`config.mk`:
```
export PLATFORM = sky130hd
export DESIGN_NAME = load_store_unit_flat
export DESIGN_NICKNAME = d
export VERILOG_FILES = /design/src/rtl/lsu_pkg.sv /design/src/rtl/lsu_if.sv /design/src/rtl/load_extend.sv /design/src/rtl/load_store_unit.sv /design/src/flat_wrapper.sv
export SDC_FILE = /design/constraint.sdc
export NUM_CORES = 1
export LEC_CHECK = 0
export ABC_AREA = 1
export CORE_MARGIN = 5
export CORE_UTILIZATION = 57
export DETAILED_ROUTE_END_ITERATION = 10
export DONT_BUFFER_PORTS = 1
export HOLD_SLACK_MARGIN = 0.02
export PLACE_DENSITY_LB_ADDON = 0.05
export RECOVER_POWER = 25
export SETUP_SLACK_MARGIN = 0.4
export SYNTH_ARGS = -nofsm -noshare
export SYNTH_HDL_FRONTEND = slang
export SYNTH_SLANG_ARGS = --single-unit
export TNS_END_PERCENT = 20
```
`constraint.sdc`:
```
create_clock -name clk -period 2.4 [get_ports clk]
set_input_delay 0.24 -clock clk [delete_from_list [all_inputs] [get_ports clk]]
set_output_delay 0.24 -clock clk [all_outputs]
set_load 0.005 [all_outputs]
```
`src/rtl/lsu_pkg.sv`:
```
// Shared types and constants for the load/store unit: FSM encodings,
// RV64 load/store funct3 values and the access-size helper.
package lsu_pkg;

    localparam int unsigned XLEN   = 64;
    localparam int unsigned NBYTES = XLEN / 8;

    localparam logic [1:0] ST_IDLE  = 2'd0;
    localparam logic [1:0] ST_READ  = 2'd1;
    localparam logic [1:0] ST_WRITE = 2'd2;
    localparam logic [1:0] ST_RESP  = 2'd3;

    localparam logic [2:0] F3_B  = 3'b000;
    localparam logic [2:0] F3_H  = 3'b001;
    localparam logic [2:0] F3_W  = 3'b010;
    localparam logic [2:0] F3_D  = 3'b011;
    localparam logic [2:0] F3_BU = 3'b100;
    localparam logic [2:0] F3_HU = 3'b101;
    localparam logic [2:0] F3_WU = 3'b110;

    // Bytes touched by an access of the given size field (funct3[1:0]).
    function automatic logic [3:0] byte_count(input logic [1:0] size);
        case (size)
            2'b00:   byte_count = 4'd1;
            2'b01:   byte_count = 4'd2;
            2'b10:   byte_count = 4'd4;
            default: byte_count = 4'd8;
        endcase
    endfunction

endpackage

```
`src/rtl/lsu_if.sv`:
```
// Request/response handshake between the execute stage (master) and the LSU (slave).
interface lsu_if;
    import lsu_pkg::*;

    logic              req_valid;
    logic              req_ready;
    logic              req_write;
    logic [2:0]        req_funct3;
    logic [XLEN-1:0]   req_addr;
    logic [XLEN-1:0]   req_wdata;
    logic              resp_valid;
    logic              resp_ready;
    logic [XLEN-1:0]   resp_rdata;
    logic              resp_err;

    modport master (
        output req_valid, req_write, req_funct3, req_addr, req_wdata, resp_ready,
        input  req_ready, resp_valid, resp_rdata, resp_err
    );

    modport slave (
        input  req_valid, req_write, req_funct3, req_addr, req_wdata, resp_ready,
        output req_ready, resp_valid, resp_rdata, resp_err
    );

endinterface

```
`src/rtl/load_extend.sv`:
```
// Narrows a 64-bit memory word to the load size and sign/zero-extends it;
// flags the one funct3 encoding that has no load meaning.
module load_extend
    import lsu_pkg::*;
(
    input  logic [XLEN-1:0] buffer,
    input  logic [2:0]      funct3,
    output logic [XLEN-1:0] data_c,
    output logic            illegal_c
);

    always_comb begin
        data_c    = '0;
        illegal_c = 1'b0;
        case (funct3)
            F3_B:    data_c = {{(XLEN-8){buffer[7]}},   buffer[7:0]};
            F3_H:    data_c = {{(XLEN-16){buffer[15]}}, buffer[15:0]};
            F3_W:    data_c = {{(XLEN-32){buffer[31]}}, buffer[31:0]};
            F3_D:    data_c = buffer;
            F3_BU:   data_c = {{(XLEN-8){1'b0}},  buffer[7:0]};
            F3_HU:   data_c = {{(XLEN-16){1'b0}}, buffer[15:0]};
            F3_WU:   data_c = {{(XLEN-32){1'b0}}, buffer[31:0]};
            default: illegal_c = 1'b1;
        endcase
    end

endmodule

```
`src/rtl/load_store_unit.sv`:
```
// Load/store sequencer in front of an 8-byte-wide data memory; sub-word
// stores are done as read-modify-write, loads are extended on return.
module load_store_unit
    import lsu_pkg::*;
(
    input  logic            clk,
    input  logic            rstn,
    lsu_if.slave            bus,
    output logic [XLEN-1:0] mem_address,
    output logic [XLEN-1:0] mem_write_data,
    output logic            mem_write_en,
    output logic            mem_read_en,
    input  logic [XLEN-1:0] mem_read_data
);

    logic [1:0]      state_q, state_d;
    logic            write_q, write_d;
    logic [2:0]      funct3_q, funct3_d;
    logic [XLEN-1:0] addr_q, addr_d;
    logic [XLEN-1:0] wdata_q, wdata_d;
    logic            req_ready_q, req_ready_d;
    logic            resp_valid_q, resp_valid_d;
    logic            resp_err_q, resp_err_d;
    logic [XLEN-1:0] resp_rdata_q, resp_rdata_d;
    logic            mem_read_en_q, mem_read_en_d;
    logic            mem_write_en_q, mem_write_en_d;
    logic [XLEN-1:0] mem_address_q, mem_address_d;
    logic [XLEN-1:0] mem_write_data_q, mem_write_data_d;

    logic [2:0]      ext_funct3_c;
    logic [XLEN-1:0] ext_data_c;
    logic            ext_illegal_c;
    logic [XLEN-1:0] merged_c;
    logic            req_illegal_c;

    // In IDLE the extender only serves as the load-legality decoder for the incoming request.
    assign ext_funct3_c = (state_q == ST_IDLE) ? bus.req_funct3 : funct3_q;

    load_extend u_load_extend (
        .buffer    (mem_read_data),
        .funct3    (ext_funct3_c),
        .data_c    (ext_data_c),
        .illegal_c (ext_illegal_c)
    );

    assign req_illegal_c = bus.req_write ? bus.req_funct3[2] : ext_illegal_c;

    // Store merge: low N bytes from store data, the rest from the word just read.
    always_comb begin
        merged_c = mem_read_data;
        for (int unsigned i = 0; i < NBYTES; i++) begin
            if (4'(i) < byte_count(funct3_q[1:0])) begin
                merged_c[8*i +: 8] = wdata_q[8*i +: 8];
            end
        end
    end

    always_comb begin
        state_d          = state_q;
        write_d          = write_q;
        funct3_d         = funct3_q;
        addr_d           = addr_q;
        wdata_d          = wdata_q;
        resp_err_d       = resp_err_q;
        resp_rdata_d     = resp_rdata_q;
        mem_write_data_d = '0;

        case (state_q)
            ST_IDLE: begin
                if (bus.req_valid && req_ready_q) begin
                    write_d  = bus.req_write;
                    funct3_d = bus.req_funct3;
                    addr_d   = bus.req_addr;
                    wdata_d  = bus.req_wdata;
                    if (req_illegal_c) begin
                        state_d      = ST_RESP;
                        resp_err_d   = 1'b1;
                        resp_rdata_d = '0;
                    end else if (bus.req_write && (bus.req_funct3 == F3_D)) begin
                        state_d          = ST_WRITE;
                        mem_write_data_d = bus.req_wdata;
                    end else begin
                        state_d = ST_READ;
                    end
                end
            end
            ST_READ: begin
                if (write_q) begin
                    state_d          = ST_WRITE;
                    mem_write_data_d = merged_c;
                end else begin
                    state_d      = ST_RESP;
                    resp_rdata_d = ext_data_c;
                    resp_err_d   = 1'b0;
                end
            end
            ST_WRITE: begin
                state_d      = ST_RESP;
                resp_rdata_d = '0;
                resp_err_d   = 1'b0;
            end
            ST_RESP: begin
                if (bus.resp_ready) begin
                    state_d      = ST_IDLE;
                    resp_rdata_d = '0;
                    resp_err_d   = 1'b0;
                end
            end
            default: state_d = ST_IDLE;
        endcase

        // Registered outputs are decoded from the next state so they line up with it.
        req_ready_d    = (state_d == ST_IDLE);
        resp_valid_d   = (state_d == ST_RESP);
        mem_read_en_d  = (state_d == ST_READ);
        mem_write_en_d = (state_d == ST_WRITE);
        mem_address_d  = (mem_read_en_d || mem_write_en_d) ? addr_d : '0;
    end

    always_ff @(posedge clk or negedge rstn) begin
        if (!rstn) begin
            state_q          <= ST_IDLE;
            write_q          <= 1'b0;
            funct3_q         <= '0;
            addr_q           <= '0;
            wdata_q          <= '0;
            req_ready_q      <= 1'b1;
            resp_valid_q     <= 1'b0;
            resp_err_q       <= 1'b0;
            resp_rdata_q     <= '0;
            mem_read_en_q    <= 1'b0;
            mem_write_en_q   <= 1'b0;
            mem_address_q    <= '0;
            mem_write_data_q <= '0;
        end else begin
            state_q          <= state_d;
            write_q          <= write_d;
            funct3_q         <= funct3_d;
            addr_q           <= addr_d;
            wdata_q          <= wdata_d;
            req_ready_q      <= req_ready_d;
            resp_valid_q     <= resp_valid_d;
            resp_err_q       <= resp_err_d;
            resp_rdata_q     <= resp_rdata_d;
            mem_read_en_q    <= mem_read_en_d;
            mem_write_en_q   <= mem_write_en_d;
            mem_address_q    <= mem_address_d;
            mem_write_data_q <= mem_write_data_d;
        end
    end

    assign bus.req_ready   = req_ready_q;
    assign bus.resp_valid  = resp_valid_q;
    assign bus.resp_err    = resp_err_q;
    assign bus.resp_rdata  = resp_rdata_q;
    assign mem_read_en     = mem_read_en_q;
    assign mem_write_en    = mem_write_en_q;
    assign mem_address     = mem_address_q;
    assign mem_write_data  = mem_write_data_q;

endmodule

```
`src/flat_wrapper.sv`:
```
// flat-port wrapper written by rule: the top's interface ports become plain ports
module load_store_unit_flat import lsu_pkg::*;
  (clk, rstn, mem_address, mem_write_data, mem_write_en, mem_read_en, mem_read_data, bus_req_valid, bus_req_write, bus_req_funct3, bus_req_addr, bus_req_wdata, bus_resp_ready, bus_req_ready, bus_resp_valid, bus_resp_rdata, bus_resp_err);
  lsu_if bus_i ();
  input  logic clk;
  input  logic rstn;
  output logic [XLEN-1:0] mem_address;
  output logic [XLEN-1:0] mem_write_data;
  output logic mem_write_en;
  output logic mem_read_en;
  input  logic [XLEN-1:0] mem_read_data;
  input wire logic [$bits(bus_i.req_valid)-1:0] bus_req_valid;
  input wire logic [$bits(bus_i.req_write)-1:0] bus_req_write;
  input wire logic [$bits(bus_i.req_funct3)-1:0] bus_req_funct3;
  input wire logic [$bits(bus_i.req_addr)-1:0] bus_req_addr;
  input wire logic [$bits(bus_i.req_wdata)-1:0] bus_req_wdata;
  input wire logic [$bits(bus_i.resp_ready)-1:0] bus_resp_ready;
  output wire logic [$bits(bus_i.req_ready)-1:0] bus_req_ready;
  output wire logic [$bits(bus_i.resp_valid)-1:0] bus_resp_valid;
  output wire logic [$bits(bus_i.resp_rdata)-1:0] bus_resp_rdata;
  output wire logic [$bits(bus_i.resp_err)-1:0] bus_resp_err;
  assign bus_i.req_valid = bus_req_valid;
  assign bus_i.req_write = bus_req_write;
  assign bus_i.req_funct3 = bus_req_funct3;
  assign bus_i.req_addr = bus_req_addr;
  assign bus_i.req_wdata = bus_req_wdata;
  assign bus_i.resp_ready = bus_resp_ready;
  assign bus_req_ready = bus_i.req_ready;
  assign bus_resp_valid = bus_i.resp_valid;
  assign bus_resp_rdata = bus_i.resp_rdata;
  assign bus_resp_err = bus_i.resp_err;
  load_store_unit u_core (.clk(clk), .rstn(rstn), .bus(bus_i), .mem_address(mem_address), .mem_write_data(mem_write_data), .mem_write_en(mem_write_en), .mem_read_en(mem_read_en), .mem_read_data(mem_read_data));
endmodule
```
==> impl_metrics.py <==
metrics = {
    "clock_tree": {
        "cts_buffers": 36,
        "cts_tree": "built",
        "clk_pin_slew_ps": 60,
        "clock_sinks": 331,
        "htreeDepth": 2,
        "cts_hold_buf": 182,
        "clkLatencyLatePin_ps": 510,
        "clockRootBuffer": "clkbuf_16",
        "cts_buffer_depth": 3,
    },
    "power": {
        "powerDensity_mw_per_mm2": 1220,
        "ir_worst_vdd_mv": 0.958,
        "p_total_uw": 21000,
        "p_leak_uw": 0.00908,
    },
    "detailed_routing": {
        "avgViaCountPerCell": 5.47,
        "met1Wirelength_um": 15500,
        "routed_wl_um": 41700,
        "wl_met3_um": 4570,
        "routedWlPerCell_um": 20.4,
        "drtIter0Drc": 1227,
        "firstDrtPassIters": 5,
        "routed.top_layer": "met4",
        "ant_nets": 0,
        "num_vias": 11200,
        "wl_met2_um": 19600,
        "drc_errors": 0,
    },
    "global_route": {
        "antenna_found_initial": 2,
        "grt_max_degree": 332,
        "grt_use_total_pct": 30.0,
        "grt_pass1_wl_um": 63100,
        "gr-total-overflow": 0,
        "grt_pass1_vias": 11200,
    },
    "synth": {
        "synthSimpleGateAreaFrac_pct": 19.1,
        "yosys.area.top_type": "dfrtp_1",
        "syn-instance-count": 1525,
        "yosysUniqueCellTypes": 30,
        "synth_area_leaders": "dfrtp_1, nand2_1, o21ai_0",
        "ys_warn_count": 0,
        "synth_adder_area_share_pct": 0.369,
        "synth_top_area_share_pct": 60.9,
        "synth_xor_area_share_pct": 0,
        "synth-seq-cells": 331,
        "synthesis.area_mm2": 0.0136,
        "avgSynthCellArea_um2": 8.90,
        "synthMuxAreaShare_pct": 0,
        "seq_area_frac_synth_pct": 61.0,
        "synth_top_family_by_area": "simple AND/OR/NAND/NOR gates",
        "synth_fp_nets": 1729,
        "synth_compound_area_share_pct": 11.6,
    },
    "placement": {
        "hpwl_um": 24200,
        "portBuffers": 0,
        "gp_congestion": 0.849,
        "dp_cells": 1777,
    },
    "critical_path": {
        "worstPathArrival_ps": 2460,
        "worstSetupPathType": "reg2reg",
        "critPathCaptureType": "register",
        "crit_top_cell": "nand2_2",
        "critPathBufInv": 3,
        "worstPathMaxFanout": 8,
        "crit_family": "simple AND/OR/NAND/NOR gates",
        "cp_slowest_stage_delay_ps": 450,
        "crit_required_ps": 2780,
        "path_cells": "inv_2, nand2_4, nand2_2, nand2_2, nand4_1, nand2_1, nand2_1, nand2_2, o21ai_2, inv_2, ha_4, clkbuf_16, nor2_1",
        "slowest_stage": "dfrtp_2",
        "startpoint_type": "register",
    },
    "timing": {
        "finalCritPeriodShare_pct": 86.5,
        "fmax_mhz": 482,
        "period_minus_slack_ps": 2080,
        "slew_viol_final": 0,
        "hold_viol_final": 331,
        "skew_ps": 16.8,
        "rsz0062_at_grt": "true",
        "slew_headroom_pct": 52.4,
        "tns_ps": 0,
        "finalHoldWorstSlack_ps": -571,
        "tightest_slew_ps": 714,
        "setup_viol": 0,
    },
    "floorplanning": {
        "coreArea_mm2": 0.0235,
        "die_w_um": 164,
        "initial_core_util_pct": 57.8,
        "fp-row-count": 56,
        "ios": 397,
        "die-height_um": 164,
        "dieArea_mm2": 0.0270,
    },
    "finish": {
        "final_cells": 2047,
        "seq_area_mm2": 0.00829,
        "drive_above_1_share_pct": 11.8,
        "fillCellCount": 1643,
        "nets": 1907,
        "multi_input_area_mm2": 0.00431,
        "area_delta_synth_final_pct": 27.1,
    },
    "outcome": {
        "violations": "negative hold slack",
        "outcome": "finished, violations left",
    },
    "min_path": {
        "worstHoldPathType": "in2async",
    },
    "run": {
        "maxCapViolCount": 0,
    },
}
Yosys cell counts (all sizes together):
library cell,n
or2,64
nand2,341
buf,35
nand3,4
a31oi,8
inv,173
o21ai,237
ha,4
nand3b,1
o32ai,6
o22ai,25
nor3,8
nor2,205
clkbuf,54
a21oi,27
dfrtp,330
dfstp,1
nand4,1
clkinv,1
what timing repair did:
action | CTS | global route
pin swaps | 5 | 12
endpoints found under the hold margin | 605 | 331
gates cloned | 4 | 3
resized for setup | 13 | 27
endpoints found under the setup margin | 157 | 216
buffers inserted | 8 | 10
final timing paths:
check / to / depth (start not counted) / start / slack, ps
setup / recovery: u_core.mem_address[36]$_DFF_PN0_ / 13 / u_core.state_q[1]$_DFF_PN0_ / 320
hold / removal: u_core.mem_write_data[6]$_DFF_PN0_ / 0 / rstn / -570
setup reg to reg: u_core.mem_address[36]$_DFF_PN0_ / 13 / u_core.state_q[1]$_DFF_PN0_ / 320
hold reg to reg: u_core.wdata_q[10]$_DFFE_PN0P_ / 2 / u_core.wdata_q[10]$_DFFE_PN0P_ / 470
max in group asynchronous: u_core.mem_write_data[58]$_DFF_PN0_ / 0 / rstn / 2370
min in group clk: u_core.mem_write_data[13]$_DFF_PN0_ / 2 / mem_read_data[13] / 30
report_power, final:
| group | total, uW | internal, uW | leakage [uW] | switching, uW |
|---|---|---|---|---|
| registers | 8710 | 7490 | 0.00435 | 1220 |
| clock network | 5500 | 3280 | 0.000563 | 2210 |
| logic | 6770 | 2660 | 0.00417 | 4110 |
| total | 21000 | 13400 | 0.00908 | 7540 |
cell families after synthesis:
family | Yosys count
AO/OA/AOI/OAI | 303
AND/OR/NAND/NOR | 624
buffers and inverters | 263
flip-flops | 331
adder cells (fa/ha/maj) | 4
metrics by stage:
| stage | utilization (%) | instance area, um2 | setup slack [ps] |
|---|---|---|---|
| after floorplan | - | 13600 | 405 |
| after global placement | 58.9 | 13800 | 200 |
| after detailed placement | 58.9 | 13800 | 143 |
| after CTS | 72.5 | 17000 | 312 |
| after global routing | 73.5 | 17300 | 195 |
| final | 73.5 | 17300 | 325 |
sequential cells by signal (all words and copies together) (netlist names):
name / cells
u_core.mem_write_en: 1
u_core.state_q: 2
u_core.mem_read_en: 1
u_core.mem_address: 64
u_core.funct3_q: 3
u_core.wdata_q: 64
u_core.bus.resp_rdata: 64
u_core.bus.resp_valid: 1
u_core.bus.req_ready: 1
u_core.write_q: 1
u_core.mem_write_data: 64
u_core.bus.resp_err: 1
u_core.addr_q: 64
routing by layer:
metal  global-route usage (%)  up-vias
li1                         -     5103
met1                     37.4     5363
met2                     47.4      604
met3                     10.5      137
met4                     13.4        0
met5                        0        -
final cells by class:
| type | count | area share, % |
|---|---|---|
| diodes | 2 | 0.0290 |
| clock buffers | 53 | 6.18 |
| clock inverters | 8 | 0.566 |
| inverters | 174 | 3.79 |
| multi-input cells | 931 | 25.0 |
| flip-flops and latches | 331 | 48.0 |
| well taps | 319 | 2.31 |
| repair buffers | 229 | 14.1 |
placed cells by master (no fill, tap or decap), types with 4 or more instances in the layout:
master | synthesis | routed
nand2_2 | 7 | 11
dlygate4sd3_1 | 0 | 182
o21ai_0 | 218 | 212
a21oi_1 | 27 | 27
buf_12 | 0 | 7
clkinv_2 | 0 | 4
inv_1 | 169 | 166
clkbuf_1 | 54 | 8
o21ai_1 | 19 | 23
or2_2 | 64 | 64
nor2_4 | 2 | 7
buf_16 | 0 | 4
o22ai_1 | 25 | 25
nand2_1 | 333 | 327
buf_6 | 2 | 4
inv_2 | 4 | 6
clkbuf_16 | 0 | 39
clkbuf_8 | 0 | 8
nor2_1 | 201 | 196
dfrtp_1 | 330 | 328
buf_4 | 11 | 27
a31oi_1 | 8 | 8
nor3_1 | 8 | 8
o32ai_1 | 6 | 6
Power figures use the tool's default switching activity.
